===== config.mk =====
export PLATFORM = sky130hd
export DESIGN_NAME = instr_fetch_flat
export DESIGN_NICKNAME = d
export VERILOG_FILES = /design/src/rtl/instr_fetch_pkg.sv /design/src/rtl/instr_fetch_if.sv /design/src/rtl/instr_fetch_fifo.sv /design/src/rtl/instr_fetch.sv /design/src/flat_wrapper.sv
export SDC_FILE = /design/constraint.sdc
export NUM_CORES = 1
export LEC_CHECK = 0
export CAP_MARGIN = 25
export CORE_ASPECT_RATIO = 1.2
export CORE_UTILIZATION = 25
export CTS_BUF_LIST = sky130_fd_sc_hd__clkbuf_8
export DETAILED_ROUTE_END_ITERATION = 12
export SLEW_MARGIN = 20
export SYNTH_ARGS = -nofsm -noshare
export SYNTH_HDL_FRONTEND = slang
export SYNTH_HIERARCHICAL = 1
export SYNTH_SLANG_ARGS = --single-unit
export TNS_END_PERCENT = 5

===== constraint.sdc =====
create_clock -name clk -period 3.4 [get_ports clk]
set_input_delay 0.51 -clock clk [delete_from_list [all_inputs] [get_ports clk]]
set_output_delay 0.51 -clock clk [all_outputs]
set_load 0.1 [all_outputs]

===== src/rtl/instr_fetch_pkg.sv =====
// rtl/instr_fetch_pkg.sv - shared types and constants for the instruction fetch stage
package instr_fetch_pkg;

   typedef enum logic [1:0] {
      ST_IDLE    = 2'd0,
      ST_REQ     = 2'd1,
      ST_DISCARD = 2'd2
   } fetch_state_t;

   typedef struct packed {
      logic [31:0] instr;
      logic [31:0] pc;
   } fetch_entry_t;

   localparam logic [31:0] DEFAULT_RESET_PC = 32'h0000_0000;
   localparam logic [31:0] PC_READ_OFFSET   = 32'd8;

   localparam int COND_LSB  = 28;
   localparam int COND_W    = 4;
   localparam int OP_LSB    = 26;
   localparam int OP_W      = 2;
   localparam int FUNCT_LSB = 20;
   localparam int FUNCT_W   = 6;
   localparam int RD_LSB    = 12;
   localparam int RD_W      = 4;

   function automatic logic [31:0] word_align(input logic [31:0] addr);
      return {addr[31:2], 2'b00};
   endfunction

endpackage


===== src/rtl/instr_fetch_if.sv =====
// rtl/instr_fetch_if.sv - instruction memory and decoder-facing signals of the fetch stage
interface instr_fetch_if;
   import instr_fetch_pkg::*;

   logic                 imem_req;
   logic [31:0]          imem_addr;
   logic                 imem_ack;
   logic [31:0]          imem_rdata;
   logic                 redirect;
   logic [31:0]          redirect_pc;
   logic                 instr_valid;
   logic                 instr_ready;
   logic [31:0]          instr;
   logic [31:0]          instr_pc;
   logic [31:0]          pc_plus8;
   logic [COND_W-1:0]    cond;
   logic [OP_W-1:0]      op;
   logic [FUNCT_W-1:0]   funct;
   logic [RD_W-1:0]      rd;

   modport master (
      output imem_req, imem_addr,
      input  imem_ack, imem_rdata,
      input  redirect, redirect_pc,
      output instr_valid,
      input  instr_ready,
      output instr, instr_pc, pc_plus8, cond, op, funct, rd
   );

   modport slave (
      input  imem_req, imem_addr,
      output imem_ack, imem_rdata,
      output redirect, redirect_pc,
      input  instr_valid,
      output instr_ready,
      input  instr, instr_pc, pc_plus8, cond, op, funct, rd
   );

endinterface


===== src/rtl/instr_fetch_fifo.sv =====
// rtl/instr_fetch_fifo.sv - synchronous FIFO of fetched {instr, pc} entries
module fetch_fifo
   import instr_fetch_pkg::*;
#(
   parameter int DEPTH = 2
) (
   input  logic                     clk,
   input  logic                     reset,
   input  logic                     push,
   input  fetch_entry_t             push_data,
   input  logic                     pop,
   input  logic                     flush,
   output fetch_entry_t             head,
   output logic [$clog2(DEPTH):0]   count,
   output logic                     full,
   output logic                     empty
);
   localparam int AW = $clog2(DEPTH);
   localparam int CW = AW + 1;

   fetch_entry_t   mem [DEPTH];
   logic [AW-1:0]  wr_ptr;
   logic [AW-1:0]  rd_ptr;
   logic           do_push;
   logic           do_pop;

   assign full    = (count == CW'(DEPTH));
   assign empty   = (count == '0);
   assign do_pop  = pop & ~empty;
   assign do_push = push & (~full | do_pop);
   assign head    = mem[rd_ptr];

   // Flush wins over any same-cycle push or pop.
   always_ff @(posedge clk or negedge reset) begin
      if (!reset) begin
         wr_ptr <= '0;
         rd_ptr <= '0;
         count  <= '0;
         for (int i = 0; i < DEPTH; i++) begin
            mem[i] <= '0;
         end
      end else if (flush) begin
         wr_ptr <= '0;
         rd_ptr <= '0;
         count  <= '0;
      end else begin
         if (do_push) begin
            mem[wr_ptr] <= push_data;
            wr_ptr      <= wr_ptr + AW'(1);
         end
         if (do_pop) begin
            rd_ptr <= rd_ptr + AW'(1);
         end
         count <= count + CW'(do_push) - CW'(do_pop);
      end
   end

endmodule


===== src/rtl/instr_fetch.sv =====
// rtl/instr_fetch.sv - fetch PC, single-outstanding imem requests, buffered decoder feed
module instr_fetch
   import instr_fetch_pkg::*;
#(
   parameter logic [31:0] RESET_PC = DEFAULT_RESET_PC,
   parameter int          DEPTH    = 2
) (
   input  logic           clk,
   input  logic           reset,
   instr_fetch_if.master  bus
);
   localparam int CW = $clog2(DEPTH) + 1;

   fetch_state_t    state_q, state_d;
   logic [31:0]     fpc_q, fpc_d;
   logic [31:0]     disc_addr_q, disc_addr_d;
   logic            push, pop, flush;
   logic            full, empty;
   logic [CW-1:0]   count;
   logic [CW-1:0]   count_after_push;
   fetch_entry_t    push_entry;
   fetch_entry_t    head;

   assign pop              = ~empty & bus.instr_ready & ~bus.redirect;
   assign push_entry       = '{instr: bus.imem_rdata, pc: fpc_q};
   assign count_after_push = count + CW'(1) - CW'(pop);

   fetch_fifo #(.DEPTH(DEPTH)) u_fifo (
      .clk       (clk),
      .reset     (reset),
      .push      (push),
      .push_data (push_entry),
      .pop       (pop),
      .flush     (flush),
      .head      (head),
      .count     (count),
      .full      (full),
      .empty     (empty)
   );

   always_ff @(posedge clk or negedge reset) begin
      if (!reset) begin
         state_q     <= ST_IDLE;
         fpc_q       <= RESET_PC;
         disc_addr_q <= RESET_PC;
      end else begin
         state_q     <= state_d;
         fpc_q       <= fpc_d;
         disc_addr_q <= disc_addr_d;
      end
   end

   always_comb begin
      state_d       = state_q;
      fpc_d         = fpc_q;
      disc_addr_d   = disc_addr_q;
      push          = 1'b0;
      flush         = 1'b0;
      bus.imem_req  = 1'b0;
      bus.imem_addr = fpc_q;
      case (state_q)
         ST_IDLE: begin
            if (bus.redirect) begin
               flush   = 1'b1;
               fpc_d   = word_align(bus.redirect_pc);
               state_d = ST_REQ;
            end else if (!full) begin
               state_d = ST_REQ;
            end
         end
         ST_REQ: begin
            bus.imem_req = 1'b1;
            if (bus.redirect) begin
               // Without an ack the old request is still in flight; keep its address.
               flush       = 1'b1;
               fpc_d       = word_align(bus.redirect_pc);
               disc_addr_d = fpc_q;
               state_d     = bus.imem_ack ? ST_REQ : ST_DISCARD;
            end else if (bus.imem_ack) begin
               push    = 1'b1;
               fpc_d   = fpc_q + 32'd4;
               state_d = (count_after_push < CW'(DEPTH)) ? ST_REQ : ST_IDLE;
            end
         end
         ST_DISCARD: begin
            bus.imem_req  = 1'b1;
            bus.imem_addr = disc_addr_q;
            if (bus.redirect) begin
               flush = 1'b1;
               fpc_d = word_align(bus.redirect_pc);
            end
            if (bus.imem_ack) begin
               state_d = ST_REQ;
            end
         end
         default: state_d = ST_IDLE;
      endcase
   end

   assign bus.instr_valid = ~empty;
   assign bus.instr       = head.instr;
   assign bus.instr_pc    = head.pc;
   assign bus.pc_plus8    = head.pc + PC_READ_OFFSET;
   assign bus.cond        = head.instr[COND_LSB +: COND_W];
   assign bus.op          = head.instr[OP_LSB +: OP_W];
   assign bus.funct       = head.instr[FUNCT_LSB +: FUNCT_W];
   assign bus.rd          = head.instr[RD_LSB +: RD_W];

endmodule


===== src/flat_wrapper.sv =====
// flat-port wrapper written by rule: the top's interface ports become plain ports
module instr_fetch_flat import instr_fetch_pkg::*;
#(
   parameter logic [31:0] RESET_PC = DEFAULT_RESET_PC,
   parameter int          DEPTH    = 2
)
  (clk, reset, bus_imem_req, bus_imem_addr, bus_imem_ack, bus_imem_rdata, bus_redirect, bus_redirect_pc, bus_instr_valid, bus_instr_ready, bus_instr, bus_instr_pc, bus_pc_plus8, bus_cond, bus_op, bus_funct, bus_rd);
  instr_fetch_if bus_i ();
  input  logic clk;
  input  logic reset;
  output wire logic [$bits(bus_i.imem_req)-1:0] bus_imem_req;
  output wire logic [$bits(bus_i.imem_addr)-1:0] bus_imem_addr;
  input wire logic [$bits(bus_i.imem_ack)-1:0] bus_imem_ack;
  input wire logic [$bits(bus_i.imem_rdata)-1:0] bus_imem_rdata;
  input wire logic [$bits(bus_i.redirect)-1:0] bus_redirect;
  input wire logic [$bits(bus_i.redirect_pc)-1:0] bus_redirect_pc;
  output wire logic [$bits(bus_i.instr_valid)-1:0] bus_instr_valid;
  input wire logic [$bits(bus_i.instr_ready)-1:0] bus_instr_ready;
  output wire logic [$bits(bus_i.instr)-1:0] bus_instr;
  output wire logic [$bits(bus_i.instr_pc)-1:0] bus_instr_pc;
  output wire logic [$bits(bus_i.pc_plus8)-1:0] bus_pc_plus8;
  output wire logic [$bits(bus_i.cond)-1:0] bus_cond;
  output wire logic [$bits(bus_i.op)-1:0] bus_op;
  output wire logic [$bits(bus_i.funct)-1:0] bus_funct;
  output wire logic [$bits(bus_i.rd)-1:0] bus_rd;
  assign bus_imem_req = bus_i.imem_req;
  assign bus_imem_addr = bus_i.imem_addr;
  assign bus_i.imem_ack = bus_imem_ack;
  assign bus_i.imem_rdata = bus_imem_rdata;
  assign bus_i.redirect = bus_redirect;
  assign bus_i.redirect_pc = bus_redirect_pc;
  assign bus_instr_valid = bus_i.instr_valid;
  assign bus_i.instr_ready = bus_instr_ready;
  assign bus_instr = bus_i.instr;
  assign bus_instr_pc = bus_i.instr_pc;
  assign bus_pc_plus8 = bus_i.pc_plus8;
  assign bus_cond = bus_i.cond;
  assign bus_op = bus_i.op;
  assign bus_funct = bus_i.funct;
  assign bus_rd = bus_i.rd;
  instr_fetch #(.RESET_PC(RESET_PC), .DEPTH(DEPTH)) u_core (.clk(clk), .reset(reset), .bus(bus_i));
endmodule

== After elaboration in Yosys (flattened, before gate mapping) ==
Index checks and enable logic that the tools add are counted.
Storage, ports and cells
  flip-flop bits (word level): 198
  bits of input ports: 69
  output and inout port bits: 146
  logic and storage cells: 83
Cells by class
  add/sub/neg operators: 8
  order comparisons: 4
  equality and inequality tests: 7
  muxes and demuxes: 30
  bitwise operators: 11
  reduce and logical (&&, ||, !) cells: 13
Operators with widths (count)
  $mux 64: 4
  $bwmux 128: 1
  $mux 32: 4
  $demux 64 s1: 1
  $pmux 32 s2: 1
  $add 32x3->32 const B: 1
  $add 32x4->32 const B: 1
  $mux 2: 7
  $mux 1: 11
  $ne 3x3->1 const B: 2
  $pmux 2 s3: 1
  $reduce_and 3->1: 2
  $reduce_bool 2->1: 3
  $and 1x1->1: 4
  $eq 2x2->1 const B: 2
  $ge 2x2->1 const B: 2
  $logic_not 2->1: 2
  $not 1->1: 4
  $not 1->2: 2
  $reduce_and 2->1: 2
  $reduce_or 2->1: 2
  $sub 2x1->2: 2
  $reduce_or 3->1: 1
  $add 1x1->1 const B: 2
  other kinds (9): 9

== Longest topological paths before layout ==
Gate-level depths: netlist of run 1.
  word-level depth: 10
  mapped depth: 10

== Modules after synthesis ==
The synthesis of run 1 kept the hierarchy.
Modules (own cells, without submodules)
  fetch_fifo: times used 1, cells each 365, area each 5979.5 µm², sequential area each 3303.2 µm²
  instr_fetch: times used 1, cells each 477, area each 4400.5 µm², sequential area each 1551.5 µm²

== Worst setup path after synthesis of run 1 ==
No wires, ideal clock.
  path type: register to output
  from: register u_core.u_fifo.rd_ptr
  to: output port bus_pc_plus8[27]
  data arrival time: 4.342 ns
  data required time: 2.890 ns
  slack: -1.452 ns
  stages on the path, launching flop included: 11
  buffers on the path: 3
  cell sequence: dfrtp_1 > clkbuf_1 > clkbuf_1 > mux2_2 > ha_1 > and4_1 > clkbuf_1 > nand4_1 > nor2_1 > nand4_1 > xnor2_1
On the way
  word-level cells in the longest chain between the ends: 5
RTL lines
  start, declared: RTL line instr_fetch_fifo.sv:23  | logic [AW-1:0] rd_ptr;
  start signal, assigned: RTL line instr_fetch_fifo.sv:52  | rd_ptr <= rd_ptr + AW'(1);
  $not 1->2 (implied by the code): RTL line instr_fetch_fifo.sv:31  | assign head = mem[rd_ptr];
  $mux 64 (implied by the code) (3 in a row): RTL line instr_fetch_fifo.sv:31
  net bus_instr_pc[3]: RTL line flat_wrapper.sv:20  | output wire logic [$bits(bus_i.instr_pc)-1:0] bus_instr_pc;
  $add 32x4->32: RTL line instr_fetch.sv:103  | assign bus.pc_plus8 = head.pc + PC_READ_OFFSET;
  end, declared: RTL line flat_wrapper.sv:21  | output wire logic [$bits(bus_i.pc_plus8)-1:0] bus_pc_plus8;
The timed path passes the listed nets, and every way through them passes these cells. The select of a mux whose other input is x is not followed.

== Worst setup path after layout of run 1 ==
  from: register u_core.u_fifo.rd_ptr
  to: output port bus_pc_plus8[31]
On the way
  word-level cells in the longest chain between the ends: 5
RTL lines (RTL line)
  $not 1->2 (implied by the code): instr_fetch_fifo.sv:31
  $mux 64 (implied by the code) (3 in a row): instr_fetch_fifo.sv:31
  $add 32x4->32: instr_fetch.sv:103
Every way passes these cells. The select of a mux whose other input is x is not followed.

==> results of run 1 <==
==> layout make-up <==
cell class	count	area [um^2]
Antenna cell	1	2.50
Timing Repair Buffer	255	2500
Clock inverter	12	111
Fill cell	4007	27000
Multi-Input combinational cell	567	5430
Clock buffer	19	262
Tap cell	539	674
Inverter	12	45.0
Sequential cell	194	4860
==> layer usage <==
layer  vias up  track usage [%]  wire (um)
li1       3422                -          -
met1      3720             17.0      12200
met2       184             23.9      14700
met3        25             2.88       1170
met4         0             4.77        507
met5         -                0          0
==> metrics by stage <==
stage	hold slack (ns)	util (%)
final	0.490	34.0
after global routing	0.504	34.0
after CTS	0.465	33.9
after detailed placement	0.471	32.6
after global placement	0.462	32.6
after floorplan	0.214	-
==> repair_timing <==
| item | in CTS | in global routing |
|---|---|---|
| pin swaps | 11 | 4 |
| setup endpoints to repair | 15 | 19 |
| setup buffers | 6 | 2 |
| hold buffers | 1 | 0 |
| gates resized for setup | 25 | 3 |
| hold endpoints to repair | 39 | 0 |
==> path summary, 6_finish.rpt <==
kind	to	depth (start not counted)	slack [ns]
worst min-delay path	u_core/u_fifo/mem[0]$_DFFE_PN0P_	1	0.49
worst max register to register	u_core/u_fifo/mem[31]$_DFFE_PN0P_	6	1.02
min in group asynchronous	u_core/disc_addr_q[11]$_DFFE_PN0P_	2	0.51
worst max-delay path	bus_pc_plus8[31]	8	0.01
max in group asynchronous	u_core/u_fifo/mem[51]$_DFFE_PN0P_	3	2.05
worst min register to register	u_core/u_fifo/mem[0]$_DFFE_PN0P_	1	0.49
==> state kept, by name, summed over array words and instances (netlist names) <==
signal	flops
u_core/u_fifo/mem	128
u_core/u_fifo/count	2
u_core/disc_addr_q	30
u_core/u_fifo/wr_ptr	1
u_core/fpc_q	30
u_core/u_fifo/rd_ptr	1
u_core/state_q	2
==> layout by cell type, fill, tap and decap left out, drive strengths merged, types with 10 or more instances in the layout <==
cell           count
inv               15
nor2              34
nand3             30
xor2              10
nand4             24
mux2             246
a21oi             34
xnor2             21
buf              188
clkbuf            20
o21ai             22
clkdlybuf4s50     65
and3              18
nand2             40
dfrtp            194
==> cells by family (layout without fill, tap and decap cells) <==
logic type                 Yosys count  count (layout)  share of synthesized area, %
DFF                                194             194                          46.8
adders and majority gates            8               8                         0.964
other                                1               7                        0.0361
buffers and inverters               86             298                          5.15
xor gates and xnor gates            31              31                          2.62
muxes                              246             246                          28.9
AOI/OAI and AO/OA                   98              98                          6.03
and+or+nand+nor                    178             178                          9.58
==> results summary, run 1 <==
Clock tree synthesis selected as its root buffer the cell clkbuf_8. The slowest stage of the critical path belongs to the cell dfrtp_4. The CTS buffer count is 17. Input and output buffers added on the ports amount to 210. TritonCTS built the clock tree.

The cell type with the highest occurrence count on the critical path is buf_12. The flow ran to the end, and the final reports show no timing, DRC or antenna violations. Based on the critical path, the design can be clocked at up to 295 MHz.

After synthesis, the mean cell area works out to 12.3 um^2. The die span in y came out at 225 um. The number of nets still failing antenna checks after routing came out at 0. The final routed DRC violation total is 0. The endpoint arrival time on the critical path is 2.88 ns. After detailed routing, the average wire length per cell comes to 17.9 um. The cell with the most instances after synthesis is dfrtp_1. The number of warnings printed during yosys synthesis is 6. The number of max-cap violations came out at 0. After clock tree synthesis, the clock-pin slew on the worst setup and hold paths is 0.10 ns. The I/O pin total came out at 215. The first TritonRoute pass finished after 5 iterations. The async set-or-reset flop fraction in the synthesized netlist came out at 100%. In this run the worst hold path is classified as reg -> reg. The final-report max-slew violation count is 0. The cell family with the largest share of critical-path delay is simple AND/OR/NAND/NOR gates. The average vias per placed instance came out at 4.60.

The startpoint identified for the worst hold timing path is u_core/u_fifo/mem[0]$_DFFE_PN0P_. Traced cell by cell, the critical path runs through buf_12 -> mux2_2 -> and3_1 -> and4_4 -> nand3_4 -> or3b_4 -> xnor2_4 -> buf_12. The final weighted congestion in routability-driven placement is 0.775. The post-route fraction of the period consumed by the critical path is 99.7%.

The placeable core region came out at 0.0408 mm^2. The starting density of the core is 25.4%. The initial antenna violation count was 1. The total standard cell area after synthesis came out at 0.0104 mm^2. Sorting the synthesized cells by how often they occur yields 194 x dfrtp_1, 182 x mux2_2, 60 x mux2_4. The estimated wirelength of the detail-placed design came out at 20.4 mm. For this run, the leading register cell type out of synthesis is dfrtp_1. In this run the worst setup path begins at u_core/u_fifo/rd_ptr$_DFFE_PN0P_.

The worst setup path is captured at an output port. The total clock sinks is 194. Setup repair after global routing could not meet its margin everywhere. The number of enable flip-flop cells after synthesis came out at 0. The share of Yosys cell area claimed by the top area cell type is 46.8%. In this run the deepest clock path goes through 2 buffers. The latest clock arrival within the worst-skew pair came out at 0.50 ns. The headroom to the max-slew limit is 38.5%. The leftover overflow at the end of global routing came out at 0. The level count of the clock H-tree is 4. The floorplan has 81 rows. After detailed placement, the total cell area comes to 0.0133 mm^2.

The cell area after layout came out at 0.0139 mm^2. The worst path in the final design needs a cycle of 3.39 ns, including I/O delays and setup. The worst setup timing slack at the placement stage is 0.188 ns. After synthesis, the cell types taking the most area are dfrtp_1 47%, mux2_2 20%, mux2_4 8.7%. The routed layout has 7351 vias. From synthesis to final layout, the design area changed by 33.8%. The number of global-route vias before repair came out at 7464. Wires add up to 28.6 mm.

The library cell with the largest summed area after synthesis is dfrtp_1. The worst setup path is launched from a register. The final count of hold timing violations came out at 0. The first-pass GRT wire length came out at 44.6 mm. The critical-path maximum fanout came out at 11. Sequential elements use 46.8% of the synthesized area. The critical path is of the reg -> out type. After the first detailed-routing iteration, the DRC count stood at 262. Across every metal layer, demand over resource in global routing totals 13.9%. Data on the critical path is required at its endpoint by 2.89 ns. The final setup skew is 0.0239 ns.

The pin count of the biggest net entering global routing is 79. After layout, the worst setup slack is 0.0101 ns. The die width is 188 um. The number of buffers and inverters on the critical path came out at 2. The count of cell types in the netlist came out at 59. The startpoint identified for the worst register-to-register timing path is u_core/state_q[1]$_DFFE_PN0P_. The proportion of layout cells with a drive suffix above 1 is 49.0%. At the pin with the least slew margin, the transition time is 0.920 ns.

For this run, the post-layout net count is 1124. Counting flops and latches in the post-synthesis netlist gives 194. For the final routed database, the setup TNS stands at 0 ns. The delay contributed by the slowest stage of the critical path came out at 0.53 ns. The count of non-filler cells in the finished layout is 1599. The final count of negative-setup-slack endpoints came out at 0. The number of instances in the synthesized netlist came out at 842. The total die area is 0.0423 mm^2. The number of placed instances, taps included is 1558.
Power of run 1 is left out: the tool's default activity adds up to more than one toggle a clock period on the data nets, which glitch-free logic cannot reach.
==> run 2: changes to the inputs <==
CORE_MARGIN = 2   (was not set)
CORE_UTILIZATION = 33   (was 25)
==> results summary, run 2 (synthesis gave the netlist of run 1 again) <==
The run finished with clean final reports. The final routed DRC violation total came out at 0. The I/O pin total is 215. The final-report max-slew violation count is 0. After legalization and detailed placement, the total HPWL measured 19.1 mm.

The multi-input combinational cells in the finished layout cover a total of 0.00548 mm^2. Counting stages on the worst path, the most repeated cell is buf_12. Once detail routing completed, the nets flagged for antenna violations numbered 0. In the final timing run, aggregate negative setup slack is 0 ns. The final wirelength is 27.0 mm. The clock transition at the register clock pins on the worst setup and hold paths after CTS came out at 0.11 ns.

The delay contributed by the slowest stage of the critical path is 0.50 ns. Together, buffers and inverters on the worst path number 2. The top cell types in the final layout, fill and taps aside, are 193 x dfrtp_1, 167 x mux2_2, 139 x buf_4. The final layout net count came out at 1112. The slowest stage of the critical path belongs to the cell dfrtp_2. The number of antenna repair diodes is 0. The first-pass GRT wire length came out at 42.8 mm.

Once the floorplan was initialized, standard cells occupied 33.3% of the core. The tree is rooted in a clkbuf_8. The number of rows in the core area is 71. The placeable core region is 0.0312 mm^2. The number of DRC markers after the initial detailed-route iteration came out at 418.

In this design, the largest share of critical-path delay is due to simple AND/OR/NAND/NOR gates. The largest registers in the layout are u_core/u_fifo/mem x128, u_core/disc_addr_q x30, u_core/fpc_q x30. Along the worst path, the maximum fanout reaches 15.

The flip-flop count of the largest register, all copies and words added came out at 128. The post-route netlist has 48.9% of its cells at a drive strength greater than 1. Across every metal layer, demand over resource in global routing totals 16.5%.

Max-cap violations in this run came to 0. Leaving out fill and tap cells, the most frequent cell in the layout is dfrtp_1. The critical setup path kind is reg -> out. The placed instance area came out at 0.0131 mm^2. TritonCTS built the clock tree. The endpoint arrival time on the critical path is 2.85 ns. Entering global routing, the biggest net connects 92 pins. The initial antenna violation count is 0. The die width is 166 um. The peak clock frequency supported by timing is 297 MHz. More flip-flops sit in one register than any other, and that register is u_core/u_fifo/mem. Setup repair after global routing could not meet its margin everywhere. The final weighted congestion in routability-driven placement is 0.791. The required time at the worst-slack endpoint is 2.89 ns. The routed wirelength normalized by instance count is 18.6 um. Global routing finished with a remaining overflow of 0. The count of fill cells added during filler insertion is 2899. In this run the tightest slew margin relative to its limit is 34.0%. The CTS buffer count came out at 17.

The min-delay analysis places its worst path in the category in -> async. The length of the first detailed-routing pass in iterations came out at 5. The final setup skew is 0.0110 ns. The worst path uses 98.9% of the clock period. The post-synthesis to final-layout area growth came out at 31.8%. The die span in y came out at 198 um. The startpoint type of the worst setup path is a register. The final count of hold timing violations is 0. The final count of negative-setup-slack endpoints is 0. The latest clock arrival within the worst-skew pair came out at 0.48 ns.

The critical path goes through buf_12 -> mux2_2 -> and3_1 -> and4_4 -> nand3_4 -> or3b_4 -> xnor2_4 -> buf_12. The total clock sinks is 194. The average vias per placed instance came out at 5.00.

For the pin with the worst max-slew slack, the measured transition is 0.987 ns. The cell area after layout is 0.0137 mm^2. The worst setup path is captured at an output port. The total via count after detailed routing is 7242. The clock period could shrink to 3.36 ns. The level count of the clock H-tree came out at 4. The combined flip-flop and latch cell area came out at 0.00486 mm^2. The maximum clock path buffer count came out at 2.

The total die area is 0.0329 mm^2. The number of port buffers came out at 210. The number of global-route vias before repair is 7479.
## run 2: cell types whose count changed in the layout (fill, tap and decap cells not counted), sizes merged
cell,change
buf,-11
bufinv,-1
clkbuf,-2
clkinv,-1
clkinvlp,+3
diode,-1
dlygate4sd3,-1
inv,+2
## run 2: metrics by stage
| stage | hold WS (ns) | util [%] | instances | setup slack [ns] |
|---|---|---|---|---|
| floorplan | 0.214 | - | 847 | -0.527 |
| global placement | 0.462 | 42.0 | 1411 | 0.262 |
| detailed placement | 0.471 | 42.0 | 1411 | 0.228 |
| CTS | 0.0802 | 43.5 | 1446 | -0.0982 |
| global route | 0.0868 | 43.9 | 1449 | -0.0905 |
| finish | 0.0463 | 43.9 | 1449 | 0.0360 |
## run 2: final timing paths
path                                                    start  cells after the start  slack (ns)                            endpoint
hold / removal                                          reset                      1        0.05   u_core/u_fifo/mem[37]$_DFFE_PN0P_
setup / recovery             u_core/u_fifo/rd_ptr$_DFFE_PN0P_                      8        0.04                    bus_pc_plus8[31]
min in group clk           u_core/disc_addr_q[12]$_DFFE_PN0P_                      2        0.49  u_core/disc_addr_q[12]$_DFFE_PN0P_
max in group asynchronous                               reset                      2        2.51  u_core/disc_addr_q[22]$_DFFE_PN0P_
setup reg to reg                u_core/state_q[0]$_DFFE_PN0P_                      6        1.01        u_core/fpc_q[19]$_DFFE_PN0P_
hold reg to reg            u_core/disc_addr_q[12]$_DFFE_PN0P_                      2        0.49  u_core/disc_addr_q[12]$_DFFE_PN0P_
## run 2: area by class of cell
class,count,share of cell area (%)
flip-flops and latches,194,35.5
repair buffers,243,17.9
clock inverters,15,0.924
clock buffers,17,1.71
well taps,401,3.67
inverters,12,0.329
multi-input cells,567,40.0
## run 2: worst register-to-register path, stage by stage (launching register included)
cell	delay [ns]
dfrtp_1	0.50
inv_1	0.14
ha_4	0.33
or3_1	0.66
buf_4	0.29
o21a_1	0.18
o22a_1	0.18
## run 2: routing by layer
layer	GRT usage [%]	wire length, um	up-vias
met4	3.45	191	0
met3	2.88	908	11
met1	21.2	11900	3688
met2	29.3	14000	145
met5	0	0	-
li1	-	-	3398
## run 2: timing repair
item,CTS,global route
setup buffers,3,3
endpoints found under the setup margin,11,18
hold buffers,0,0
gates resized for setup,21,21
pin swaps,7,8
Power of run 2 is left out for the same reason.
